**src/rtl/sp_ram_arbiter_if.sv**
```systemverilog
// Requester-side bundle of the RAM arbiter: per-requester request fields
// plus the shared read-response return path.
interface sp_ram_arbiter_if #(
  parameter int NUM_REQ    = 2,
  parameter int ADDR_WIDTH = 5,
  parameter int DATA_WIDTH = 16
);
  logic [NUM_REQ-1:0]            req_valid;
  logic [NUM_REQ-1:0]            req_we;
  logic [NUM_REQ-1:0]            req_lock;
  logic [NUM_REQ*ADDR_WIDTH-1:0] req_addr;
  logic [NUM_REQ*DATA_WIDTH-1:0] req_data;
  logic [NUM_REQ-1:0]            req_ready;
  logic [NUM_REQ-1:0]            rsp_valid;
  logic [DATA_WIDTH-1:0]         rsp_data;

  modport master (
    output req_valid, req_we, req_lock, req_addr, req_data,
    input  req_ready, rsp_valid, rsp_data
  );

  modport slave (
    input  req_valid, req_we, req_lock, req_addr, req_data,
    output req_ready, rsp_valid, rsp_data
  );
endinterface

```
**src/rtl/sp_ram_arbiter.sv**
```systemverilog
// Round-robin arbiter sharing one single-port RAM between NUM_REQ requesters,
// with per-requester lock bursts of up to MAX_BURST consecutive cycles.
module sp_ram_arbiter #(
  parameter int DATA_WIDTH = 16,
  parameter int ADDR_WIDTH = 5,
  parameter int NUM_REQ    = 2,
  parameter int MAX_BURST  = 4
) (
  input  logic                  clk,
  input  logic                  rst_n,
  sp_ram_arbiter_if.slave       bus,
  output logic [DATA_WIDTH-1:0] ram_data,
  output logic [ADDR_WIDTH-1:0] ram_addr,
  output logic                  ram_we,
  input  logic [DATA_WIDTH-1:0] ram_q
);

  localparam int PTR_W = $clog2(NUM_REQ);
  localparam int CNT_W = $clog2(MAX_BURST);
  localparam logic [CNT_W-1:0] CNT_LAST = CNT_W'(MAX_BURST - 1);

  typedef enum logic {
    IDLE,
    LOCKED
  } state_e;

  state_e                 state_q, state_d;
  logic [PTR_W-1:0]       ptr_q, ptr_d;
  logic [PTR_W-1:0]       own_q, own_d;
  logic [CNT_W-1:0]       cnt_q, cnt_d;
  logic [NUM_REQ-1:0]     rsp_sel_q, rsp_sel_d;
  logic [ADDR_WIDTH-1:0]  ram_addr_q, ram_addr_d;
  logic [DATA_WIDTH-1:0]  ram_data_q, ram_data_d;

  logic                   gnt_any;
  logic [PTR_W-1:0]       gnt_idx;
  logic [NUM_REQ-1:0]     grant;
  logic [PTR_W-1:0]       cand;

  function automatic logic [PTR_W-1:0] wrap_add(input logic [PTR_W-1:0] base, input int off);
    int s;
    s = int'(base) + off;
    if (s >= NUM_REQ) s = s - NUM_REQ;
    return PTR_W'(s);
  endfunction

  // Grant selection: owner-only while locked, rotating priority from ptr otherwise.
  // NOTE: every always_comb output gets a default first so no path can infer a latch.
  always_comb begin
    gnt_any = 1'b0;
    gnt_idx = '0;
    cand    = '0;
    if (rst_n) begin
      if (state_q == LOCKED) begin
        gnt_any = bus.req_valid[own_q];
        gnt_idx = own_q;
      end else begin
        for (int k = 0; k < NUM_REQ; k++) begin
          cand = wrap_add(ptr_q, k);
          if (!gnt_any && bus.req_valid[cand]) begin
            gnt_any = 1'b1;
            gnt_idx = cand;
          end
        end
      end
    end
  end

  always_comb begin
    grant = '0;
    for (int i = 0; i < NUM_REQ; i++) begin
      grant[i] = gnt_any && (gnt_idx == PTR_W'(i));
    end
  end

  // Address/data hold their last value when nobody is granted to avoid needless toggling.
  always_comb begin
    ram_addr_d = ram_addr_q;
    ram_data_d = ram_data_q;
    if (gnt_any) begin
      ram_addr_d = bus.req_addr[gnt_idx*ADDR_WIDTH +: ADDR_WIDTH];
      ram_data_d = bus.req_data[gnt_idx*DATA_WIDTH +: DATA_WIDTH];
    end
  end

  assign ram_addr      = ram_addr_d;
  assign ram_data      = ram_data_d;
  assign ram_we        = gnt_any & bus.req_we[gnt_idx];
  assign bus.req_ready = grant;
  assign bus.rsp_valid = rsp_sel_q;
  assign bus.rsp_data  = ram_q;

  always_comb begin
    state_d   = state_q;
    ptr_d     = ptr_q;
    own_d     = own_q;
    cnt_d     = cnt_q;
    rsp_sel_d = grant & ~bus.req_we;
    case (state_q)
      IDLE: begin
        if (gnt_any) begin
          if (bus.req_lock[gnt_idx]) begin
            state_d = LOCKED;
            own_d   = gnt_idx;
            cnt_d   = CNT_W'(1);
          end else begin
            ptr_d = wrap_add(gnt_idx, 1);
          end
        end
      end
      LOCKED: begin
        // Idle owner cycles still count, which bounds how long others can starve.
        if (cnt_q == CNT_LAST || (gnt_any && !bus.req_lock[own_q])) begin
          state_d = IDLE;
          ptr_d   = wrap_add(own_q, 1);
          cnt_d   = '0;
        end else begin
          cnt_d = cnt_q + 1'b1;
        end
      end
      default: state_d = IDLE;
    endcase
  end

  // NOTE: state registers use non-blocking assignments so every flop samples pre-edge values.
  always_ff @(posedge clk) begin
    if (!rst_n) begin
      state_q   <= IDLE;
      ptr_q     <= '0;
      own_q     <= '0;
      cnt_q     <= '0;
      rsp_sel_q <= '0;
    end else begin
      state_q   <= state_d;
      ptr_q     <= ptr_d;
      own_q     <= own_d;
      cnt_q     <= cnt_d;
      rsp_sel_q <= rsp_sel_d;
    end
  end

  // NOTE: datapath hold registers are deliberately not reset; their value is don't-care until the first grant.
  always_ff @(posedge clk) begin
    ram_addr_q <= ram_addr_d;
    ram_data_q <= ram_data_d;
  end

endmodule

```
**src/flat_wrapper.sv**
```systemverilog
// flat-port wrapper written by rule: the top's interface ports become plain ports
module sp_ram_arbiter_flat 
#(
  parameter int DATA_WIDTH = 16,
  parameter int ADDR_WIDTH = 5,
  parameter int NUM_REQ    = 2,
  parameter int MAX_BURST  = 4
)
  (clk, rst_n, ram_data, ram_addr, ram_we, ram_q, bus_req_valid, bus_req_we, bus_req_lock, bus_req_addr, bus_req_data, bus_req_ready, bus_rsp_valid, bus_rsp_data);
  sp_ram_arbiter_if #(.NUM_REQ(NUM_REQ), .ADDR_WIDTH(ADDR_WIDTH), .DATA_WIDTH(DATA_WIDTH)) bus_i ();
  input  logic clk;
  input  logic rst_n;
  output logic [DATA_WIDTH-1:0] ram_data;
  output logic [ADDR_WIDTH-1:0] ram_addr;
  output logic ram_we;
  input  logic [DATA_WIDTH-1:0] ram_q;
  input wire logic [$bits(bus_i.req_valid)-1:0] bus_req_valid;
  input wire logic [$bits(bus_i.req_we)-1:0] bus_req_we;
  input wire logic [$bits(bus_i.req_lock)-1:0] bus_req_lock;
  input wire logic [$bits(bus_i.req_addr)-1:0] bus_req_addr;
  input wire logic [$bits(bus_i.req_data)-1:0] bus_req_data;
  output wire logic [$bits(bus_i.req_ready)-1:0] bus_req_ready;
  output wire logic [$bits(bus_i.rsp_valid)-1:0] bus_rsp_valid;
  output wire logic [$bits(bus_i.rsp_data)-1:0] bus_rsp_data;
  assign bus_i.req_valid = bus_req_valid;
  assign bus_i.req_we = bus_req_we;
  assign bus_i.req_lock = bus_req_lock;
  assign bus_i.req_addr = bus_req_addr;
  assign bus_i.req_data = bus_req_data;
  assign bus_req_ready = bus_i.req_ready;
  assign bus_rsp_valid = bus_i.rsp_valid;
  assign bus_rsp_data = bus_i.rsp_data;
  sp_ram_arbiter #(.DATA_WIDTH(DATA_WIDTH), .ADDR_WIDTH(ADDR_WIDTH), .NUM_REQ(NUM_REQ), .MAX_BURST(MAX_BURST)) u_core (.clk(clk), .rst_n(rst_n), .bus(bus_i), .ram_data(ram_data), .ram_addr(ram_addr), .ram_we(ram_we), .ram_q(ram_q));
endmodule
```
**config.mk**
```make
export PLATFORM = sky130hd
export DESIGN_NAME = sp_ram_arbiter_flat
export DESIGN_NICKNAME = d
export VERILOG_FILES = /design/src/rtl/sp_ram_arbiter_if.sv /design/src/rtl/sp_ram_arbiter.sv /design/src/flat_wrapper.sv
export SDC_FILE = /design/constraint.sdc
export NUM_CORES = 1
export LEC_CHECK = 0
export BUFFER_PORTS_ARGS = -buffer_cell sky130_fd_sc_hd__buf_2
export CAP_MARGIN = 5
export CELL_PAD_IN_SITES_DETAIL_PLACEMENT = 1
export CELL_PAD_IN_SITES_GLOBAL_PLACEMENT = 2
export CORE_MARGIN = 2
export CORE_UTILIZATION = 22
export DETAILED_ROUTE_END_ITERATION = 16
export PLACE_DENSITY_LB_ADDON = 0.1
export SYNTH_ARGS = -nofsm -noshare
export SYNTH_HDL_FRONTEND = slang
export SYNTH_SLANG_ARGS = --single-unit
export TNS_END_PERCENT = 1
```
**constraint.sdc**
```tcl
create_clock -name clk -period 2.5 [get_ports clk]
set_clock_uncertainty 0.05 [all_clocks]
set_input_delay 0.125 -clock clk [delete_from_list [all_inputs] [get_ports clk]]
set_output_delay 0.125 -clock clk [all_outputs]
set_load 0.1 [all_outputs]
```
== Word-level counts from Yosys, hierarchy flattened ==
Index checks and enable logic that the tools add are counted.

* Word-level logic and storage cells: 90
* Register bits: 28
* Input port bits: 66
* Memory bits (writable): 0
* Bits in latches: 0
* ROM bits: 0
* Output and inout bits: 42
* Memories: 0

* Multiplexer cells: 44
* $mul: 1
* Divide/modulo/power cells: 0
* Reductions and logical operators: 10
* Magnitude comparators: 8
* Add/subtract/negate cells: 8
* Equal/unequal tests: 5
* Bitwise operators: 5
* Shifts and indexed selects: 2

{| class="wikitable"
|+ Operator list
! kind !! count
|-
| 1-bit 2-to-1 mux || 36
|-
| 32-bit by 6-bit variable part select with 16-bit output || 1
|-
| 16-bit 2-to-1 mux || 1
|-
| 10-bit by 5-bit variable part select with 5-bit output || 1
|-
| 1-bit by 2-bit < comparator with 1-bit output (second input constant) || 4
|-
| 1-bit by 1-bit adder with 2-bit output (second input constant) || 3
|-
| 2-bit greater-or-equal comparator (second input constant) || 3
|-
| 2-bit 2-to-1 mux || 3
|-
| 3-bit AND reduction || 2
|-
| 5-bit 2-to-1 mux || 1
|-
| 1-bit logical AND || 4
|-
| 1-bit by 3-bit multiplier with 4-bit output (second input constant) || 1
|-
| 2-bit by 1-bit inequality test with 1-bit output (second input constant) || 2
|-
| 2-bit inequality test (second input constant) || 2
|-
| 1-bit case mux with 2 select lines || 2
|-
| 2-bit case mux with 2 select lines || 1
|-
| 1-bit subtractor (second input constant) || 4
|-
| 2-bit by 1-bit adder with 2-bit output (second input constant) || 1
|-
| 2-bit AND || 1
|-
| 2-bit equality test (second input constant) || 1
|-
| 1-bit by 2-bit greater-or-equal comparator with 1-bit output (second input constant) || 1
|-
| 1-bit zero test || 2
|-
| 1-bit inverter || 2
|-
| 2-bit inverter || 1
|-
| other kinds (3) || 3
|}

== Logic depth before layout (Yosys ltp) ==
* Word-level depth: 20
* Mapped depth: 6
* Depth with buffers taken out: 5

== Least setup slack after synthesis ==
OpenSTA, ideal clock, no wires.

* Kind: reg-to-reg
* Start: reg u_core.state_q
* End: reg u_core.ram_addr_q[0]
* Buffers on the path: 0
* Data arrival time: 3.091 ns
* Required time: 2.095 ns
* Stages on the path, launching flop included: 6
* Slack: -0.996 ns
* Period minus slack after synthesis: 3.496 ns
* Setup time: 0.355 ns
* Cell sequence: dfxtp_1 -> nand2b_4 -> o21ai_4 -> nand2_4 -> mux2i_1 -> o21ai_0

* Longest elaborated chain between the ends: 5
* Elaborated cells on any way between the ends: 7
* Those cells by class: mul: 1; shift: 1; mux: 5

{| class="wikitable"
|+ RTL lines
! element !! RTL line !! RTL
|-
| start: declaration || sp_ram_arbiter.sv:27 || <nowiki>state_e state_q, state_d;</nowiki>
|-
| start signal: assignment || sp_ram_arbiter.sv:134 || <nowiki>state_q <= state_d;</nowiki>
|-
| 1-bit 2-to-1 mux || sp_ram_arbiter.sv:54 || <nowiki>if (state_q == LOCKED) begin</nowiki>
|-
| 1-bit 2-to-1 mux || sp_ram_arbiter.sv:53 || <nowiki>if (rst_n) begin</nowiki>
|-
| 1-bit by 3-bit multiplier with 4-bit output || sp_ram_arbiter.sv:81 || <nowiki>ram_addr_d = bus.req_addr[gnt_idx*ADDR_WIDTH +: ADDR_WIDTH];</nowiki>
|-
| 10-bit by 5-bit variable part select with 5-bit output || sp_ram_arbiter.sv:81 ||
|-
| 5-bit 2-to-1 mux (*) || sp_ram_arbiter.sv:80 || <nowiki>if (gnt_any) begin</nowiki>
|-
| net ram_addr[0] || flat_wrapper.sv:14 || <nowiki>output logic [ADDR_WIDTH-1:0] ram_addr;</nowiki>
|-
| end signal: assignment || sp_ram_arbiter.sv:144 || <nowiki>ram_addr_q <= ram_addr_d;</nowiki>
|-
| end: declaration || sp_ram_arbiter.sv:32 || <nowiki>logic [ADDR_WIDTH-1:0] ram_addr_q, ram_addr_d;</nowiki>
|}

Mark *: on every way through the listed nets, which the timed path passes. The rest lies on a longest branch.
A chain may end at the register's enable or synchronous reset.

== Final worst setup path ==
* Start: reg u_core.own_q
* End: out ram_data[1]

* Longest elaborated chain between the ends: 5
* Elaborated cells on any way between the ends: 8
* Those cells by class: shift: 1; mux: 7

{| class="wikitable"
|+ RTL lines
! element !! RTL line !! RTL
|-
| start: declaration || sp_ram_arbiter.sv:29 || <nowiki>logic [PTR_W-1:0] own_q, own_d;</nowiki>
|-
| start signal: assignment || sp_ram_arbiter.sv:136 || <nowiki>own_q <= own_d;</nowiki>
|-
| parallel branches: the longest is 4 deep, another holds 32-bit by 6-bit variable part select with 16-bit output || - ||
|-
| 16-bit 2-to-1 mux (*) || sp_ram_arbiter.sv:80 ||
|-
| end: declaration || flat_wrapper.sv:13 || <nowiki>output logic [DATA_WIDTH-1:0] ram_data;</nowiki>
|}

Mark *: on every way between the ends. The select of a mux whose other input is x is not followed.

==> flow_metrics.env <==
export IMPL_outcome="finished, final reports clean"
export IMPL_die_h_um=84.73
export IMPL_leakagePower_nw=0.9676
export IMPL_power_density_nw_per_um2=817.8
export IMPL_clock_sinks=28
export IMPL_cts_tree="yes"
export IMPL_netlist_instances=158
export IMPL_synth_edff_count=0
export IMPL_synth_area_per_cell_um2=9.075
export IMPL_yosysTopAreaCell="dfxtp_1"
export IMPL_die_w_um=84.73
export IMPL_min_path_type="input pin to flop"
export IMPL_start_kind="flop"
export IMPL_drc_errors=0
export IMPL_r2r_cells=6
export IMPL_hold_viol=0
export IMPL_gp_congestion=0.7720
export IMPL_crit_chain="a21boi_1 > o221ai_4 > buf_12 > nand2_1 > o21ai_1 > buf_2"
export IMPL_rows=29
export IMPL_ir_drop_v=0.0002822
export IMPL_cpPeakStageDelay_ps=490
export IMPL_gr_usage_all_layers_pct=11.18
export IMPL_path_clk_slew_ps=90
export IMPL_arrival_ps=2190
export IMPL_grt_use_met2_pct=20.62
export IMPL_cts_root_buf="clkbuf_8"
export IMPL_antenna_left=0
export IMPL_post_cts_buffers=0
export IMPL_async_reset_ff_share_pct=0
export IMPL_vias=1297
export IMPL_fin_ws_ps=138.1
export IMPL_ys_top_cells_by_area="dfxtp_1 (39%), mux2i_1 (16%), buf_4 (11%)"
export IMPL_ys_types=32
export IMPL_critPathRequiredTime_ps=2330
export IMPL_pre_cts_slack_ps=322.9
export IMPL_fp_dieArea_um2=7179
export IMPL_n_antenna_cell=0
export IMPL_hold_start="bus_req_lock[1]"
export IMPL_finalSetupViolations=0
export IMPL_yosys_warnings=0
export IMPL_rrSetupSlack_ps=700
export IMPL_syn_to_final_growth_pct=30.10
export IMPL_insertion_delay_ps=270
export IMPL_overflow=0
export IMPL_syn_num_nets=225
export IMPL_min_to="u_core.own_q"
export IMPL_p_seq_share_pct=34.9
export IMPL_r2r_start="u_core.own_q"
export IMPL_numPortBuffers=75
export IMPL_swShare_pct=49.03
export IMPL_grt_pass1_wl_mm=6.492
export IMPL_met1_usage_pct=11.97
export IMPL_h_tree_depth=1
export IMPL_clockPowerShare_pct=15.7
export IMPL_ys_ff_latch=28
export IMPL_ioPinCount=108
export IMPL_power_switching_w=0.0007480
export IMPL_grt_pass1_vias=1384
export IMPL_synth_top_area_share_pct=39.09
export IMPL_max_slew_worst_pin_slew_ps=498.9
export IMPL_gr_max_usage_layer="met2"
export IMPL_drive_above_1_share_pct=41.40
export IMPL_fill_cells=781
export IMPL_antenna_found_initial=0
export IMPL_p_int_w=0.0007776
export IMPL_slowest_stage="dfxtp_1"
export IMPL_fin_nets=284
export IMPL_drt_iter0_drc=10
export IMPL_clockBufferDepth=2
export IMPL_dp_hpwl_mm=3.211
export IMPL_yosysMostFrequentCell="dfxtp_1"
export IMPL_drv_cap=0
export IMPL_finalMaxSlewViolations=0
export IMPL_min_period_ps=2362
export IMPL_slew_headroom_pct=66.97
export IMPL_dr_pass1_iters=4
export IMPL_cts_made_buffers=3
export IMPL_grt_max_degree=42
export IMPL_vias_per_cell=4.442
export IMPL_fmax_mhz=423.4
export IMPL_rsz0062_at_grt="no"
export IMPL_critical_path_class="flop to output port"
export IMPL_drt_wl_total_mm=4.019
export IMPL_syn_area_um2=1434
export IMPL_crit_fanout=41
export IMPL_core_um2=6314
export IMPL_final_area_um2=1866
export IMPL_placed_area_um2=1763
export IMPL_ys_seq_area_share_pct=39.09
export IMPL_wl_per_cell_um=13.76
export IMPL_synthFlopType="dfxtp_1"
export IMPL_synth_commonest_cells="dfxtp_1 (28), nand2_1 (27), mux2i_1 (23)"
export IMPL_hold_depth=3
export IMPL_reg2reg_to="u_core.ptr_q"
export IMPL_start_util_pct=22.71
export IMPL_worst_setup_path_end_kind="output port"
export IMPL_grt_util_met3_pct=3.736
export IMPL_comb_power_share_pct=49.4
export IMPL_fin_crit_sh_pct=94.48
state kept, by name, indices dropped and copies added, names as in the netlist:
register / count
u_core.ptr_q: 1
u_core.state_q: 1
u_core.cnt_q: 2
u_core.ram_addr_q: 5
u_core.own_q: 1
u_core.ram_data_q: 16
u_core.bus.rsp_valid: 2
critical path: cells and delay by family (launching register included):
| kind | cells | cell delay (ps) |
|---|---|---|
| AOI/OAI and AO/OA | 3 | 620 |
| buffers and inverters | 2 | 720 |
| DFF | 1 | 490 |
| and+or+nand+nor | 1 | 80 |
repair_timing:
item / in CTS / in global routing
hold endpoints to repair: 2 / 0
endpoints found under the setup margin: 0 / 20
gates resized for setup: 0 / 14
hold buffers: 2 / 0
through the flow:
step                total power, W  util [%]  hold slack (ps)  instances  TNS (ps)
floorplan                 0.001269         -            146.6        158     -8011
global placement          0.001270     27.92            200.7        287         0
detailed placement        0.001283     27.92            200.7        287         0
CTS                       0.001538     28.89            69.55        292         0
global route              0.001608     29.55            98.86        292         0
finish                    0.001526     29.55            89.32        292         0
metal layers:
| layer | routed length [um] | part of all wire [%] |
|---|---|---|
| met1 | 1559 | 39 |
| met2 | 2001 | 50 |
| met3 | 387 | 9.6 |
| met4 | 71 | 1.8 |
| met5 | 0 | 0 |
cell type report:
class,instances,area (um2),area share [%]
clock buffers,3,41.29,2.213
inverters,3,11.26,0.6036
multi-input cells,103,708.2,37.96
flip-flops and latches,28,560.5,30.05
well taps,77,96.34,5.164
repair buffers,78,447.9,24.01
cell families after synthesis:
kind of cell,synth area share [%]
and+or+nand+nor,12.83
muxes,16.84
adders and majority gates,0.8725
buffers and inverters,13.61
DFF,39.09
AOI/OAI and AO/OA,16.76
worst max-delay path by stage:
| stage | start | slack (ps) | end | cells after the start |
|---|---|---|---|---|
| 6_report | u_core.own_q | 140 | ram_data[1] | 6 |
| 4_1_cts | u_core.state_q | 6 | ram_data[7] | 6 |
| 5_1_grt | u_core.own_q | 5 | ram_data[3] | 6 |
| 3_3_place_gp | u_core.state_q | 450 | ram_data[7] | 6 |
| 2_1_floorplan | u_core.state_q | -290 | u_core.ram_addr_q[3] | 6 |
| 3_5_place_dp | u_core.ptr_q | 320 | ram_data[7] | 6 |
power groups by stage:
stage / Sequential, W / Clock, W / Combinational [W]
floorplan: 0.000549 / 0 / 0.000719
global placement: 0.000541 / 0 / 0.000729
detailed placement: 0.000544 / 0 / 0.000740
CTS: 0.000533 / 0.000262 / 0.000743
global route: 0.000540 / 0.000274 / 0.000794
finish: 0.000532 / 0.000240 / 0.000754
placed cells by master (no fill, tap or decap), types with 2 or more instances in the layout:
cell | synthesis | routed
buf_2 | 0 | 62
dfxtp_1 | 28 | 28
nand2_1 | 27 | 27
mux2i_1 | 23 | 23
o21ai_1 | 17 | 20
clkbuf_4 | 0 | 13
a21oi_1 | 4 | 4
nor2_1 | 3 | 3
inv_1 | 3 | 3
clkbuf_8 | 0 | 3
nor2b_1 | 2 | 2
nand3_1 | 2 | 2
o21ai_0 | 6 | 2
dlygate4sd3_1 | 0 | 2
No activity file was read; power rests on OpenSTA's default activity.
